===== config.mk =====
export PLATFORM = sky130hd
export DESIGN_NAME = pe_mac_acc_flat
export DESIGN_NICKNAME = d
export VERILOG_FILES = /design/src/rtl/pe_mac_acc_if.sv /design/src/rtl/pe_mac_acc.sv /design/src/flat_wrapper.sv
export SDC_FILE = /design/constraint.sdc
export NUM_CORES = 1
export LEC_CHECK = 0
export CORE_ASPECT_RATIO = 1.1
export CORE_UTILIZATION = 45
export CTS_CLUSTER_SIZE = 40
export DETAILED_ROUTE_END_ITERATION = 8
export PLACE_DENSITY_LB_ADDON = 0.3
export SLEW_MARGIN = 20
export SYNTH_ARGS = -nofsm -noshare
export SYNTH_HDL_FRONTEND = slang
export SYNTH_SLANG_ARGS = --single-unit

===== constraint.sdc =====
create_clock -name clk -period 12.5 [get_ports clk]
set_input_delay 2.5 -clock clk [delete_from_list [all_inputs] [get_ports clk]]
set_output_delay 2.5 -clock clk [all_outputs]
set_load 0.05 [all_outputs]

===== src/rtl/pe_mac_acc_if.sv =====
// Bus bundle for the pe_mac_acc processing element. The feeder and collector
// side uses the master modport, and the PE uses the slave modport.
interface pe_mac_acc_if #(
  parameter int DATA_WIDTH   = 8,
  parameter int WEIGHT_WIDTH = 8,
  parameter int PSUM_WIDTH   = 24,
  parameter int CNT_WIDTH    = 8
);
  logic                           i_mode;
  logic [CNT_WIDTH-1:0]           i_acc_len;
  logic                           i_clear;
  logic signed [DATA_WIDTH-1:0]   i_data;
  logic                           i_data_vld;
  logic signed [WEIGHT_WIDTH-1:0] i_weight;
  logic                           i_weight_vld;
  logic signed [PSUM_WIDTH-1:0]   i_psum;
  logic                           i_psum_vld;
  logic signed [PSUM_WIDTH-1:0]   o_psum;
  logic                           o_psum_vld;
  logic                           o_busy;
  logic                           o_ovf;

  modport master (
    output i_mode, i_acc_len, i_clear, i_data, i_data_vld,
           i_weight, i_weight_vld, i_psum, i_psum_vld,
    input  o_psum, o_psum_vld, o_busy, o_ovf
  );

  modport slave (
    input  i_mode, i_acc_len, i_clear, i_data, i_data_vld,
           i_weight, i_weight_vld, i_psum, i_psum_vld,
    output o_psum, o_psum_vld, o_busy, o_ovf
  );
endinterface


===== src/rtl/pe_mac_acc.sv =====
// Pipelined signed MAC processing element. It has a chain mode and a
// local-accumulate mode, and its saturating adder drives a sticky overflow flag.
module pe_mac_acc #(
  parameter int DATA_WIDTH   = 8,
  parameter int WEIGHT_WIDTH = 8,
  parameter int PSUM_WIDTH   = 24,
  parameter int MUL_LAT      = 4,
  parameter int CNT_WIDTH    = 8
) (
  input logic         clk,
  input logic         rst,
  pe_mac_acc_if.slave bus
);
  localparam int PROD_WIDTH = DATA_WIDTH + WEIGHT_WIDTH;
  localparam int SUM_WIDTH  = PSUM_WIDTH + 1;
  localparam logic signed [PSUM_WIDTH-1:0] PSUM_MAX = {1'b0, {(PSUM_WIDTH-1){1'b1}}};
  localparam logic signed [PSUM_WIDTH-1:0] PSUM_MIN = {1'b1, {(PSUM_WIDTH-1){1'b0}}};

  typedef enum logic {IDLE, ACCUM} state_t;

  state_t                         state, state_next;
  logic signed [DATA_WIDTH-1:0]   data_reg;
  logic signed [WEIGHT_WIDTH-1:0] weight_reg;
  logic                           issue_vld;
  logic signed [PROD_WIDTH-1:0]   prod_pipe [MUL_LAT];
  logic [MUL_LAT-1:0]             vld_pipe;
  logic signed [PSUM_WIDTH-1:0]   acc, acc_next, psum_reg;
  logic [CNT_WIDTH-1:0]           cnt, cnt_next, cnt_inc, len_reg, len_next, len_eff;
  logic                           out_vld, emit, ovf, ovf_next, prod_vld, sum_clamped;
  logic signed [PSUM_WIDTH-1:0]   prod_ext, addend, sum_sat;
  logic signed [SUM_WIDTH-1:0]    sum_wide;

  // Operands stay in their registers until reloaded. A clear does not zero them.
  always_ff @(posedge clk or posedge rst) begin
    if (rst) begin
      data_reg   <= '0;
      weight_reg <= '0;
      issue_vld  <= 1'b0;
    end else begin
      if (bus.i_data_vld)   data_reg   <= bus.i_data;
      if (bus.i_weight_vld) weight_reg <= bus.i_weight;
      issue_vld <= bus.i_data_vld & ~bus.i_clear;
    end
  end

  always_ff @(posedge clk or posedge rst) begin
    if (rst) begin
      for (int i = 0; i < MUL_LAT; i++) prod_pipe[i] <= '0;
      vld_pipe <= '0;
    end else begin
      prod_pipe[0] <= PROD_WIDTH'(data_reg) * PROD_WIDTH'(weight_reg);
      vld_pipe[0]  <= issue_vld & ~bus.i_clear;
      for (int i = 1; i < MUL_LAT; i++) begin
        prod_pipe[i] <= prod_pipe[i-1];
        vld_pipe[i]  <= vld_pipe[i-1] & ~bus.i_clear;
      end
    end
  end

  assign prod_vld = vld_pipe[MUL_LAT-1];
  assign prod_ext = PSUM_WIDTH'(prod_pipe[MUL_LAT-1]);
  assign len_eff  = (bus.i_acc_len == '0) ? CNT_WIDTH'(1) : bus.i_acc_len;
  assign cnt_inc  = cnt + CNT_WIDTH'(1);

  // A window opens with addend 0. After that, addend is the running accumulator.
  always_comb begin
    addend = '0;
    if (bus.i_mode) begin
      if (state == ACCUM) addend = acc;
    end else if (bus.i_psum_vld) begin
      addend = bus.i_psum;
    end
    sum_wide    = SUM_WIDTH'(addend) + SUM_WIDTH'(prod_ext);
    sum_clamped = sum_wide[PSUM_WIDTH] != sum_wide[PSUM_WIDTH-1];
    sum_sat     = sum_wide[PSUM_WIDTH-1:0];
    if (sum_clamped) sum_sat = sum_wide[PSUM_WIDTH] ? PSUM_MIN : PSUM_MAX;
  end

  always_comb begin
    state_next = state;
    acc_next   = acc;
    cnt_next   = cnt;
    len_next   = len_reg;
    ovf_next   = ovf;
    emit       = 1'b0;
    if (prod_vld) begin
      if (sum_clamped) ovf_next = 1'b1;
      if (!bus.i_mode) begin
        emit = 1'b1;
      end else begin
        case (state)
          IDLE: begin
            if (len_eff == CNT_WIDTH'(1)) begin
              emit = 1'b1;
            end else begin
              acc_next   = sum_sat;
              cnt_next   = CNT_WIDTH'(1);
              len_next   = len_eff;
              state_next = ACCUM;
            end
          end
          ACCUM: begin
            if (cnt_inc == len_reg) begin
              emit       = 1'b1;
              acc_next   = '0;
              cnt_next   = '0;
              state_next = IDLE;
            end else begin
              acc_next = sum_sat;
              cnt_next = cnt_inc;
            end
          end
          default: state_next = IDLE;
        endcase
      end
    end
    if (bus.i_clear) begin
      state_next = IDLE;
      acc_next   = '0;
      cnt_next   = '0;
      ovf_next   = 1'b0;
      emit       = 1'b0;
    end
  end

  always_ff @(posedge clk or posedge rst) begin
    if (rst) begin
      state    <= IDLE;
      acc      <= '0;
      cnt      <= '0;
      len_reg  <= '0;
      ovf      <= 1'b0;
      out_vld  <= 1'b0;
      psum_reg <= '0;
    end else begin
      state   <= state_next;
      acc     <= acc_next;
      cnt     <= cnt_next;
      len_reg <= len_next;
      ovf     <= ovf_next;
      out_vld <= emit;
      if (emit) psum_reg <= sum_sat;
    end
  end

  assign bus.o_psum     = psum_reg;
  assign bus.o_psum_vld = out_vld;
  assign bus.o_ovf      = ovf;
  assign bus.o_busy     = issue_vld | (|vld_pipe) | (state == ACCUM) | out_vld;
endmodule


===== src/flat_wrapper.sv =====
// flat-port wrapper written by rule: the top's interface ports become plain ports
module pe_mac_acc_flat 
#(
  parameter int DATA_WIDTH   = 8,
  parameter int WEIGHT_WIDTH = 8,
  parameter int PSUM_WIDTH   = 24,
  parameter int MUL_LAT      = 4,
  parameter int CNT_WIDTH    = 8
)
  (clk, rst, bus_i_mode, bus_i_acc_len, bus_i_clear, bus_i_data, bus_i_data_vld, bus_i_weight, bus_i_weight_vld, bus_i_psum, bus_i_psum_vld, bus_o_psum, bus_o_psum_vld, bus_o_busy, bus_o_ovf);
  pe_mac_acc_if #(.DATA_WIDTH(DATA_WIDTH), .WEIGHT_WIDTH(WEIGHT_WIDTH), .PSUM_WIDTH(PSUM_WIDTH), .CNT_WIDTH(CNT_WIDTH)) bus_i ();
  input logic clk;
  input logic rst;
  input wire logic [$bits(bus_i.i_mode)-1:0] bus_i_mode;
  input wire logic [$bits(bus_i.i_acc_len)-1:0] bus_i_acc_len;
  input wire logic [$bits(bus_i.i_clear)-1:0] bus_i_clear;
  input wire logic [$bits(bus_i.i_data)-1:0] bus_i_data;
  input wire logic [$bits(bus_i.i_data_vld)-1:0] bus_i_data_vld;
  input wire logic [$bits(bus_i.i_weight)-1:0] bus_i_weight;
  input wire logic [$bits(bus_i.i_weight_vld)-1:0] bus_i_weight_vld;
  input wire logic [$bits(bus_i.i_psum)-1:0] bus_i_psum;
  input wire logic [$bits(bus_i.i_psum_vld)-1:0] bus_i_psum_vld;
  output wire logic [$bits(bus_i.o_psum)-1:0] bus_o_psum;
  output wire logic [$bits(bus_i.o_psum_vld)-1:0] bus_o_psum_vld;
  output wire logic [$bits(bus_i.o_busy)-1:0] bus_o_busy;
  output wire logic [$bits(bus_i.o_ovf)-1:0] bus_o_ovf;
  assign bus_i.i_mode = bus_i_mode;
  assign bus_i.i_acc_len = bus_i_acc_len;
  assign bus_i.i_clear = bus_i_clear;
  assign bus_i.i_data = bus_i_data;
  assign bus_i.i_data_vld = bus_i_data_vld;
  assign bus_i.i_weight = bus_i_weight;
  assign bus_i.i_weight_vld = bus_i_weight_vld;
  assign bus_i.i_psum = bus_i_psum;
  assign bus_i.i_psum_vld = bus_i_psum_vld;
  assign bus_o_psum = bus_i.o_psum;
  assign bus_o_psum_vld = bus_i.o_psum_vld;
  assign bus_o_busy = bus_i.o_busy;
  assign bus_o_ovf = bus_i.o_ovf;
  pe_mac_acc #(.DATA_WIDTH(DATA_WIDTH), .WEIGHT_WIDTH(WEIGHT_WIDTH), .PSUM_WIDTH(PSUM_WIDTH), .MUL_LAT(MUL_LAT), .CNT_WIDTH(CNT_WIDTH)) u_core (.clk(clk), .rst(rst), .bus(bus_i));
endmodule

== After elaboration in Yosys (flattened, before gate mapping) ==
Cells that the tools add are included.

* Bits in registers: 152
* Latch bits: 0
* RAM bits: 0
* ROM bits: 0
* Output and inout port bits: 27
* Memories kept: 0

* Add/subtract/negate cells: 2
* Multiply operators: 1
* Divide/modulo/power cells: 0
* Magnitude comparators: 0
* Eq/ne operators: 4
* Shift operators: 0
* Multiplexer cells: 33
* Bitwise logic cells: 11
* Reductions and logical operators: 9

{| class="wikitable"
|+ Operator list
! operator !! count
|-
| $mux 24 || 10
|-
| $mux 8 || 6
|-
| $pmux 24 s2 || 1
|-
| $add 24x16->25 || 1
|-
| $mul 8x8->16 || 1
|-
| $pmux 8 s2 || 1
|-
| $mux 1 || 13
|-
| $add 8x1->8 const B || 1
|-
| $eq 8x1->1 const B || 1
|-
| $eq 8x8->1 || 1
|-
| $logic_not 8->1 || 1
|-
| $reduce_bool 2->1 || 3
|-
| $and 1x1->1 || 5
|-
| $pmux 1 s2 || 2
|-
| $reduce_and 2->1 || 2
|-
| $reduce_and 4->1 || 1
|-
| $reduce_or 4->1 || 1
|-
| $ne 3x3->1 const B || 1
|-
| $not 1->1 || 3
|-
| $or 1x1->1 || 3
|-
| $reduce_and 3->1 || 1
|-
| $ne 1x1->1 || 1
|}

== Depth between registers and ports, before layout ==
Gate-level depths: netlist (run 1).

* Depth after elaboration: 10
* Depth in mapped cells: 21
* Mapped depth without buffers: 18

== Worst setup path after synthesis (run 1) ==
No wires, ideal clock.

* Path kind: in2reg
* Start: input port bus_i_psum_vld
* End: register u_core.psum_reg[21] (netlist: u_core.bus.o_psum[21])
* Arrival time: 6.609 ns
* Required time: 12.417 ns
* Path slack: 5.808 ns
* Stages: 20
* Cell sequence: nor2b_1 > clkbuf_1 > clkbuf_1 > a22o_1 > ha_1 > and3_1 > and4_1 > o21ai_0 > o2bb2ai_1 > o21bai_1 > a2111o_1 > and3_1 > or3_1 > ha_1 > clkbuf_1 > or4_1 > o21ai_0 > a41o_1 > a311o_1 > o21ai_0

* Cells in the longest elaborated chain, start to end: 5
* Elaborated cells between the ends (all ways): 6
* Those cells by class: add/sub: 1; eq/ne: 1; mux: 4

{| class="wikitable"
|+ RTL lines
! item !! RTL line !! source
|-
| start: declaration || flat_wrapper.sv:22 || <nowiki>input wire logic [$bits(bus_i.i_psum_vld)-1:0] bus_i_psum_vld;</nowiki>
|-
| $mux 24 * || pe_mac_acc.sv:70 || <nowiki>end else if (bus.i_psum_vld) begin</nowiki>
|-
| $mux 24 * || pe_mac_acc.sv:68 || <nowiki>if (bus.i_mode) begin</nowiki>
|-
| $add 24x16->25 * || pe_mac_acc.sv:73 || <nowiki>sum_wide = SUM_WIDTH'(addend) + SUM_WIDTH'(prod_ext);</nowiki>
|-
| $mux 24 / $ne 1x1->1 (equally long branches) || pe_mac_acc.sv:76, pe_mac_acc.sv:74 ||
|-
| $mux 24 * || pe_mac_acc.sv:76 || <nowiki>if (sum_clamped) sum_sat = sum_wide[PSUM_WIDTH] ? PSUM_MIN : PSUM_MAX;</nowiki>
|-
| end signal: assignment || pe_mac_acc.sv:142 || <nowiki>if (emit) psum_reg <= sum_sat;</nowiki>
|-
| end: declaration || pe_mac_acc.sv:27 || <nowiki>logic signed [PSUM_WIDTH-1:0] acc, acc_next, psum_reg;</nowiki>
|}

Mark *: on every way between the ends. The rest lies on a longest branch, timed or not.
A chain may end at the register's enable or synchronous reset.

== Final worst setup path (run 1) ==
* Start: input port bus_i_mode
* End: register u_core.acc[4]

* Cells in the longest elaborated chain, start to end: 9
* Elaborated cells between the ends (all ways): 13
* Those cells by class: add/sub: 1; eq/ne: 1; mux: 9; reduce/logical: 2

{| class="wikitable"
|+ RTL lines
! item !! RTL line !! source
|-
| start: declaration || flat_wrapper.sv:14 || <nowiki>input wire logic [$bits(bus_i.i_mode)-1:0] bus_i_mode;</nowiki>
|-
| $mux 24 || pe_mac_acc.sv:68 ||
|-
| $add 24x16->25 || pe_mac_acc.sv:73 ||
|-
| $mux 24 / $ne 1x1->1 (equally long branches) || pe_mac_acc.sv:76, pe_mac_acc.sv:74 ||
|-
| $mux 24 || pe_mac_acc.sv:76 ||
|-
| $mux 24 (on tied branches) || pe_mac_acc.sv:103, pe_mac_acc.sv:93 ||
|-
| $pmux 24 s2 || pe_mac_acc.sv:91 || <nowiki>case (state)</nowiki>
|-
| $mux 24 || pe_mac_acc.sv:88 || <nowiki>if (!bus.i_mode) begin</nowiki>
|-
| $mux 24 || pe_mac_acc.sv:86 || <nowiki>if (prod_vld) begin</nowiki>
|-
| $mux 24 || pe_mac_acc.sv:117 || <nowiki>if (bus.i_clear) begin</nowiki>
|-
| end signal: assignment || pe_mac_acc.sv:137 || <nowiki>acc <= acc_next;</nowiki>
|-
| end: declaration || pe_mac_acc.sv:27 ||
|}

Parallel ways exist; a longest one is shown, timed or not. The select of a mux whose other input is x is not followed.

==> impl_metrics.yaml, run 1 <==
sta:
  period_share_pct: 61.76
  rsz0062_at_grt: "false"
  tns_ps: 0
  finalSetupViolations: 0
  worst_slack_ps: 4780
  fmax_mhz: 129.5
  hold_viol: 0
  skew_ps: 9.102
  fin_crit_ps: 7720
  drv_slew: 0
  max_slew.worst_pin.slew_ps: 1033
  slew_headroom_pct: 30.93
clock_network:
  cts_root_buffer: "clkbuf_16"
  clk_pin_slew_ps: 60
  htree_num_levels: 4
  cts_setup_buffers: 0
  cts_tree: "built"
  post_cts_resized: 0
  clock-sinks: 152
  cts_inserted_buffers: 17
  clock_latency_ps: 430
  postCtsHoldBufs: 0
  ctsLongestPathBuffers: 2
worst_setup_path:
  critical_path.max_stage_delay_ps: 940
  crit_fanout: 30
  critPathRequiredTime_ps: 12780
  cp.depth: 18
  crit_family: "simple AND/OR/NAND/NOR gates"
  critPathLaunchType: "input pin"
  cp_num_buf_inv: 2
  cp_slowest_cell: "ha_1"
  path_class: "in -> reg"
  reg2reg_depth: 17
  crit_chain: "clkdlybuf4s50_1 -> and2_1 -> buf_4 -> a22o_1 -> ha_1 -> and3_1 -> and4_1 -> o21ai_0 -> o2bb2ai_1 -> o21bai_1 -> a2111o_1 -> and3_1 -> or3_1 -> ha_1 -> and2_1 -> a22oi_1 -> nand2_1 -> o21ai_0"
  arrival_ps: 8000
  cp-end-kind: "register"
placement:
  port_buffers: 81
  hpwl_um: 14100
  post-place-cells: 1174
  place_congestion: 0.9093
  dp_slack_ps: 4367
  placed_cell_area_um2: 10350
job:
  cap_viol_max_count: 0
die:
  die-area_um2: 21200
  core-area_um2: 20000
  num_io_pins: 82
  die_y_um: 152.6
  rows: 54
  fp.dieW_um: 138.9
  start_util_pct: 46.40
logic_synthesis:
  synth_top_area_share_pct: 40.99
  syn_nets: 1026
  async_reset_ff_share_pct: 100.0
  synth_edf_count: 0
  syn_area_per_cell_um2: 10.80
  yosys_warnings: 0
  synth-seq-area-share_pct: 40.99
  yosys-top-cells-area: "dfrtp_1 (41%), fa_1 (12%), ha_1 (7.6%)"
  synth_area_um2: 9280
  yosysMostFrequentCell: "dfrtp_1"
  yosys-top-cells-count: "dfrtp_1 (152), inv_1 (93), nand2_1 (73)"
  yosysTopAreaCell: "dfrtp_1"
  synth_cells: 859
  synthFlopType: "dfrtp_1"
  yosysUniqueCellTypes: 63
  yosys_register_bits: 152
layout:
  largest-register: "u_core.prod_pipe"
  final_nets: 1108
  area_delta_synth_final_pct: 18.07
  largest_register_ffs: 48
  fill_cells: 1769
  fin_area_um2: 10960
  diodes: 0
  drive_above_1_share_pct: 9.853
  finalNonFillerCells: 1206
detailed_routing:
  wl_met1_um: 8434
  wl_per_cell_um: 15.77
  drtAntennaViolNets: 0
  drt_iter0_markers: 357
  topRoutingLayerUsed: "met4"
  wl_um: 19020
  dr_wl_met3_um: 723
  drc: 7
  dr.pass1.iters: 9
  num_vias: 6383
  vias_per_cell: 5.293
  dr_wl_met2_um: 9484
worst_hold_path:
  hold_depth: 0
  hold_class: "reg -> reg"
outcome:
  run_status: "finished, violations left"
  failed_checks: "DRC"
global_routing:
  grt_pass1_wl_um: 32910
  grt_pass1_vias: 6666
  antenna_found_initial: 0
  grt_overflow: 0
  track_usage_pct: 19.62
  grt_max_degree: 101
pwr:
  p_leak_nw: 5.053
  max-vdd-ir-drop_mv: 0.2433
  powerDensity_nw_per_um2: 234.6
## cells by family after synthesis
group	Yosys count	synth area share (%)
buf+inv	117	4.934
xor+xnor	39	3.762
compound gates	177	13.97
simple gates	226	12.40
flops	152	40.99
mux	36	4.314
fa+ha+maj	112	19.63
## worst register-to-register path, delay by kind of cell, from the launching register on
family / cells / cell delay [ps]
flops: 1 / 650
simple gates: 7 / 1960
compound gates: 7 / 1490
fa+ha+maj: 2 / 1230
buf+inv: 1 / 300
## path summary, 6_finish.rpt
kind / startpoint / to / slack, ps
min in group asynchronous: rst / u_core.data_reg[7]$_DFFE_PP0P_ / 2650
setup / recovery: bus_i_mode / u_core.acc[4]$_DFFE_PP0P_ / 4780
max in group asynchronous: rst / u_core.prod_pipe[60]$_DFF_PP0_ / 8620
setup reg to reg: u_core.state$_DFFE_PP0P_ / u_core.acc[4]$_DFFE_PP0P_ / 6710
hold / removal: u_core.prod_pipe[24]$_DFF_PP0_ / u_core.prod_ext[8]$_DFF_PP0_ / 340
hold reg to reg: u_core.prod_pipe[24]$_DFF_PP0_ / u_core.prod_ext[8]$_DFF_PP0_ / 340
## where the power goes
| part | internal [mW] | switching (mW) |
|---|---|---|
| Combinational | 0.569 | 0.789 |
| Clock | 0.298 | 0.217 |
| Sequential | 0.634 | 0.0640 |
| Total | 1.50 | 1.07 |
## routing by layer
| metal | vias to the layer above | GRT usage [%] |
|---|---|---|
| met5 | - | 0 |
| met4 | 0 | 7.566 |
| met3 | 28 | 3.426 |
| met2 | 128 | 33.02 |
| met1 | 3140 | 25.23 |
| li1 | 3087 | - |
## layout by cell type, fill, tap and decap left out, types with 16 or more instances in the layout
cell type	n
dfrtp_1	152
inv_1	92
clkdlybuf4s50_1	81
nand2_1	73
fa_1	56
ha_1	56
and2_1	49
a22o_1	44
o21ai_0	43
nor2_1	32
mux2_2	32
xnor2_1	28
a21oi_1	23
clkbuf_16	17
nor2b_1	16
## stage by stage
| step | utilization, % | power (mW) | hold slack, ps |
|---|---|---|---|
| 5_1_grt | 54.79 | 2.816 | 350.6 |
| 3_5_place_dp | 51.75 | 2.069 | 334.7 |
| 3_3_place_gp | 51.75 | 2.043 | 331.3 |
| 4_1_cts | 54.72 | 2.603 | 343.6 |
| 2_1_floorplan | - | 1.755 | 331.2 |
| 6_report | 54.79 | 2.571 | 342.0 |
## cell type report
class | count | area, µm² | area share, %
Clock buffer | 17 | 425.4 | 3.883
Clock inverter | 15 | 168.9 | 1.542
Inverter | 94 | 357.8 | 3.266
Multi-Input combinational cell | 590 | 5037 | 45.97
Sequential cell | 152 | 3804 | 34.71
Tap cell | 252 | 315.3 | 2.878
Timing Repair Buffer | 86 | 848.3 | 7.742
Note: power is estimated with default switching activity, not from simulation.
==> inputs of run 2 (changes only) <==
==> constraint.sdc (replaced) <==
create_clock -name clk -period 7.6 [get_ports clk]
set_input_delay 1.52 -clock clk [delete_from_list [all_inputs] [get_ports clk]]
set_output_delay 1.52 -clock clk [all_outputs]
set_load 0.05 [all_outputs]
==> run 2 against run 1 <==
- the run still ends with DRC left
- critical endpoint is now u_core.acc[3]$_DFFE_PP0P_
- critical path depth is 1 lower
- worst setup slack got worse by 3700 ps
- final area grew 0.17%
- die area is the same
- clock power grew 65%
- register-to-register slack worse by 4600 ps
- sequential share of layout area down 0.059 points
- cell count grew 0.25%
==> impl_metrics.yaml, run 2 (same netlist as run 1, synthesis figures left out) <==
outcome:
  run_status: "finished, violations left"
  failed_checks: "DRC"
worst_hold_path:
  hold_depth: 0
  hold_class: "reg -> reg"
worst_setup_path:
  critical_path.max_stage_delay_ps: 610
  crit_fanout: 15
  crit_path_frequent_cell: "ha_1"
  critPathLaunchType: "input pin"
  crit_chain: "clkdlybuf4s50_1 -> and2_1 -> a22o_1 -> ha_1 -> a211oi_1 -> o211ai_1 -> a21oi_1 -> o2bb2ai_1 -> o21bai_1 -> a2111o_1 -> a2111oi_1 -> or3_1 -> ha_1 -> buf_4 -> a22oi_1 -> nand2_1 -> o21ai_0"
  reg2reg_depth: 16
  cp_slowest_cell: "and2_1"
  path_class: "in -> reg"
  critPathRequiredTime_ps: 7940
  arrival_ps: 6860
  cp-end-kind: "register"
die:
  core-area_um2: 20000
  fp.dieW_um: 138.9
  start_util_pct: 46.40
  rows: 54
  num_io_pins: 82
  die_y_um: 152.6
  die-area_um2: 21200
clock_network:
  cts_root_buffer: "clkbuf_16"
  postCtsHoldBufs: 0
  htree_num_levels: 4
  ctsLongestPathBuffers: 2
  cts_setup_buffers: 0
  post_cts_resized: 0
  cts_tree: "built"
  clk_pin_slew_ps: 70
  clock-sinks: 152
  clock_latency_ps: 420
  cts_inserted_buffers: 17
pwr:
  total_power_mw: 4.269
  max-vdd-ir-drop_mv: 0.3049
  powerDensity_nw_per_um2: 388.9
  p_leak_nw: 5.069
detailed_routing:
  vias_per_cell: 5.295
  drtAntennaViolNets: 0
  wl_um: 19190
  num_vias: 6402
  wl_per_cell_um: 15.87
  dr.pass1.iters: 9
  drt_iter0_markers: 377
  drc: 7
layout:
  largest-register: "u_core.prod_pipe"
  area_delta_synth_final_pct: 18.27
  layout_commonest_cell: "dfrtp_1"
  final_nets: 1111
  fin_area_um2: 10980
  drive_above_1_share_pct: 9.927
  diodes: 0
  largest_register_ffs: 48
  layout_common_cells: "dfrtp_1 (152), inv_1 (92), clkdlybuf4s50_1 (81)"
sta:
  skew_ps: 13.02
  max_slew.worst_pin.slew_ps: 1072
  slew_headroom_pct: 28.35
  period_share_pct: 85.85
  finalSetupViolations: 0
  hold_viol: 0
  fin_crit_ps: 6525
  fmax_mhz: 153.3
  tns_ps: 0
  rsz0062_at_grt: "false"
  drv_slew: 0
global_routing:
  grt_overflow: 0
  grt_pass1_vias: 6630
  grt_pass1_wl_um: 32570
  antenna_found_initial: 0
  grt_max_degree: 93
  track_usage_pct: 19.44
placement:
  place_congestion: 0.9732
  hpwl_um: 14330
  port_buffers: 81
  placed_cell_area_um2: 10370
job:
  cap_viol_max_count: 0
==> run 2: cell count changes in the layout (fill, tap and decap cells not counted), moves of 2 or more <==
cell      before  now
inv_6          5    3
clkbuf_8       0    2
buf_4          5    8
clkbuf_1       0    2
==> run 2: final cells by class <==
class | count | area (µm²)
clock inverters | 11 | 138.9
inverters | 94 | 357.8
clock buffers | 21 | 460.4
multi-input cells | 590 | 5029
repair buffers | 89 | 870.8
flip-flops and latches | 152 | 3804
fillers | 1766 | 9024
well taps | 252 | 315.3
==> run 2: path summary, 6_finish.rpt <==
| path | from | end | slack [ps] |
|---|---|---|---|
| max | bus_i_mode | u_core.acc[3]$_DFFE_PP0P_ | 1080 |
| min | u_core.prod_pipe[47]$_DFF_PP0_ | u_core.prod_pipe[31]$_DFF_PP0_ | 340 |
| max reg2reg | u_core.state$_DFFE_PP0P_ | u_core.acc[3]$_DFFE_PP0P_ | 2070 |
| min reg2reg | u_core.prod_pipe[47]$_DFF_PP0_ | u_core.prod_pipe[31]$_DFF_PP0_ | 340 |
| max in group asynchronous | rst | u_core.prod_pipe[47]$_DFF_PP0_ | 4690 |
| min in group asynchronous | rst | u_core.cnt[7]$_DFFE_PP0P_ | 1640 |
==> run 2: worst max-delay path: cells and delay by family <==
kind / cells / cell delay (ps)
adders and majority gates: 2 / 620
and+or+nand+nor: 3 / 1240
buffers and inverters: 2 / 820
AOI/OAI and AO/OA: 10 / 2630
==> run 2: metal layers <==
metal | vias to the layer above | part of all wire, % | global-route usage (%)
met5 | - | 0 | 0
met4 | 0 | 1.9 | 7.090
met3 | 27 | 3.8 | 3.614
met2 | 141 | 50 | 32.61
met1 | 3142 | 45 | 25.11
li1 | 3092 | - | -
==> run 2: through the flow <==
step	util (%)	worst slack, ps	hold slack, ps	instances
after floorplan	-	1888	331.2	859
after global placement	51.86	913.2	331.6	1177
after detailed placement	51.86	680.6	334.7	1177
after CTS	54.85	1089	343.1	1209
after global routing	54.88	655.5	350.2	1209
final	54.88	1075	340.9	1209
==> run 2: power breakdown <==
part	internal, mW	switching [mW]
sequential	1.04	0.110
clock	0.507	0.341
combinational	0.955	1.31
total	2.51	1.76
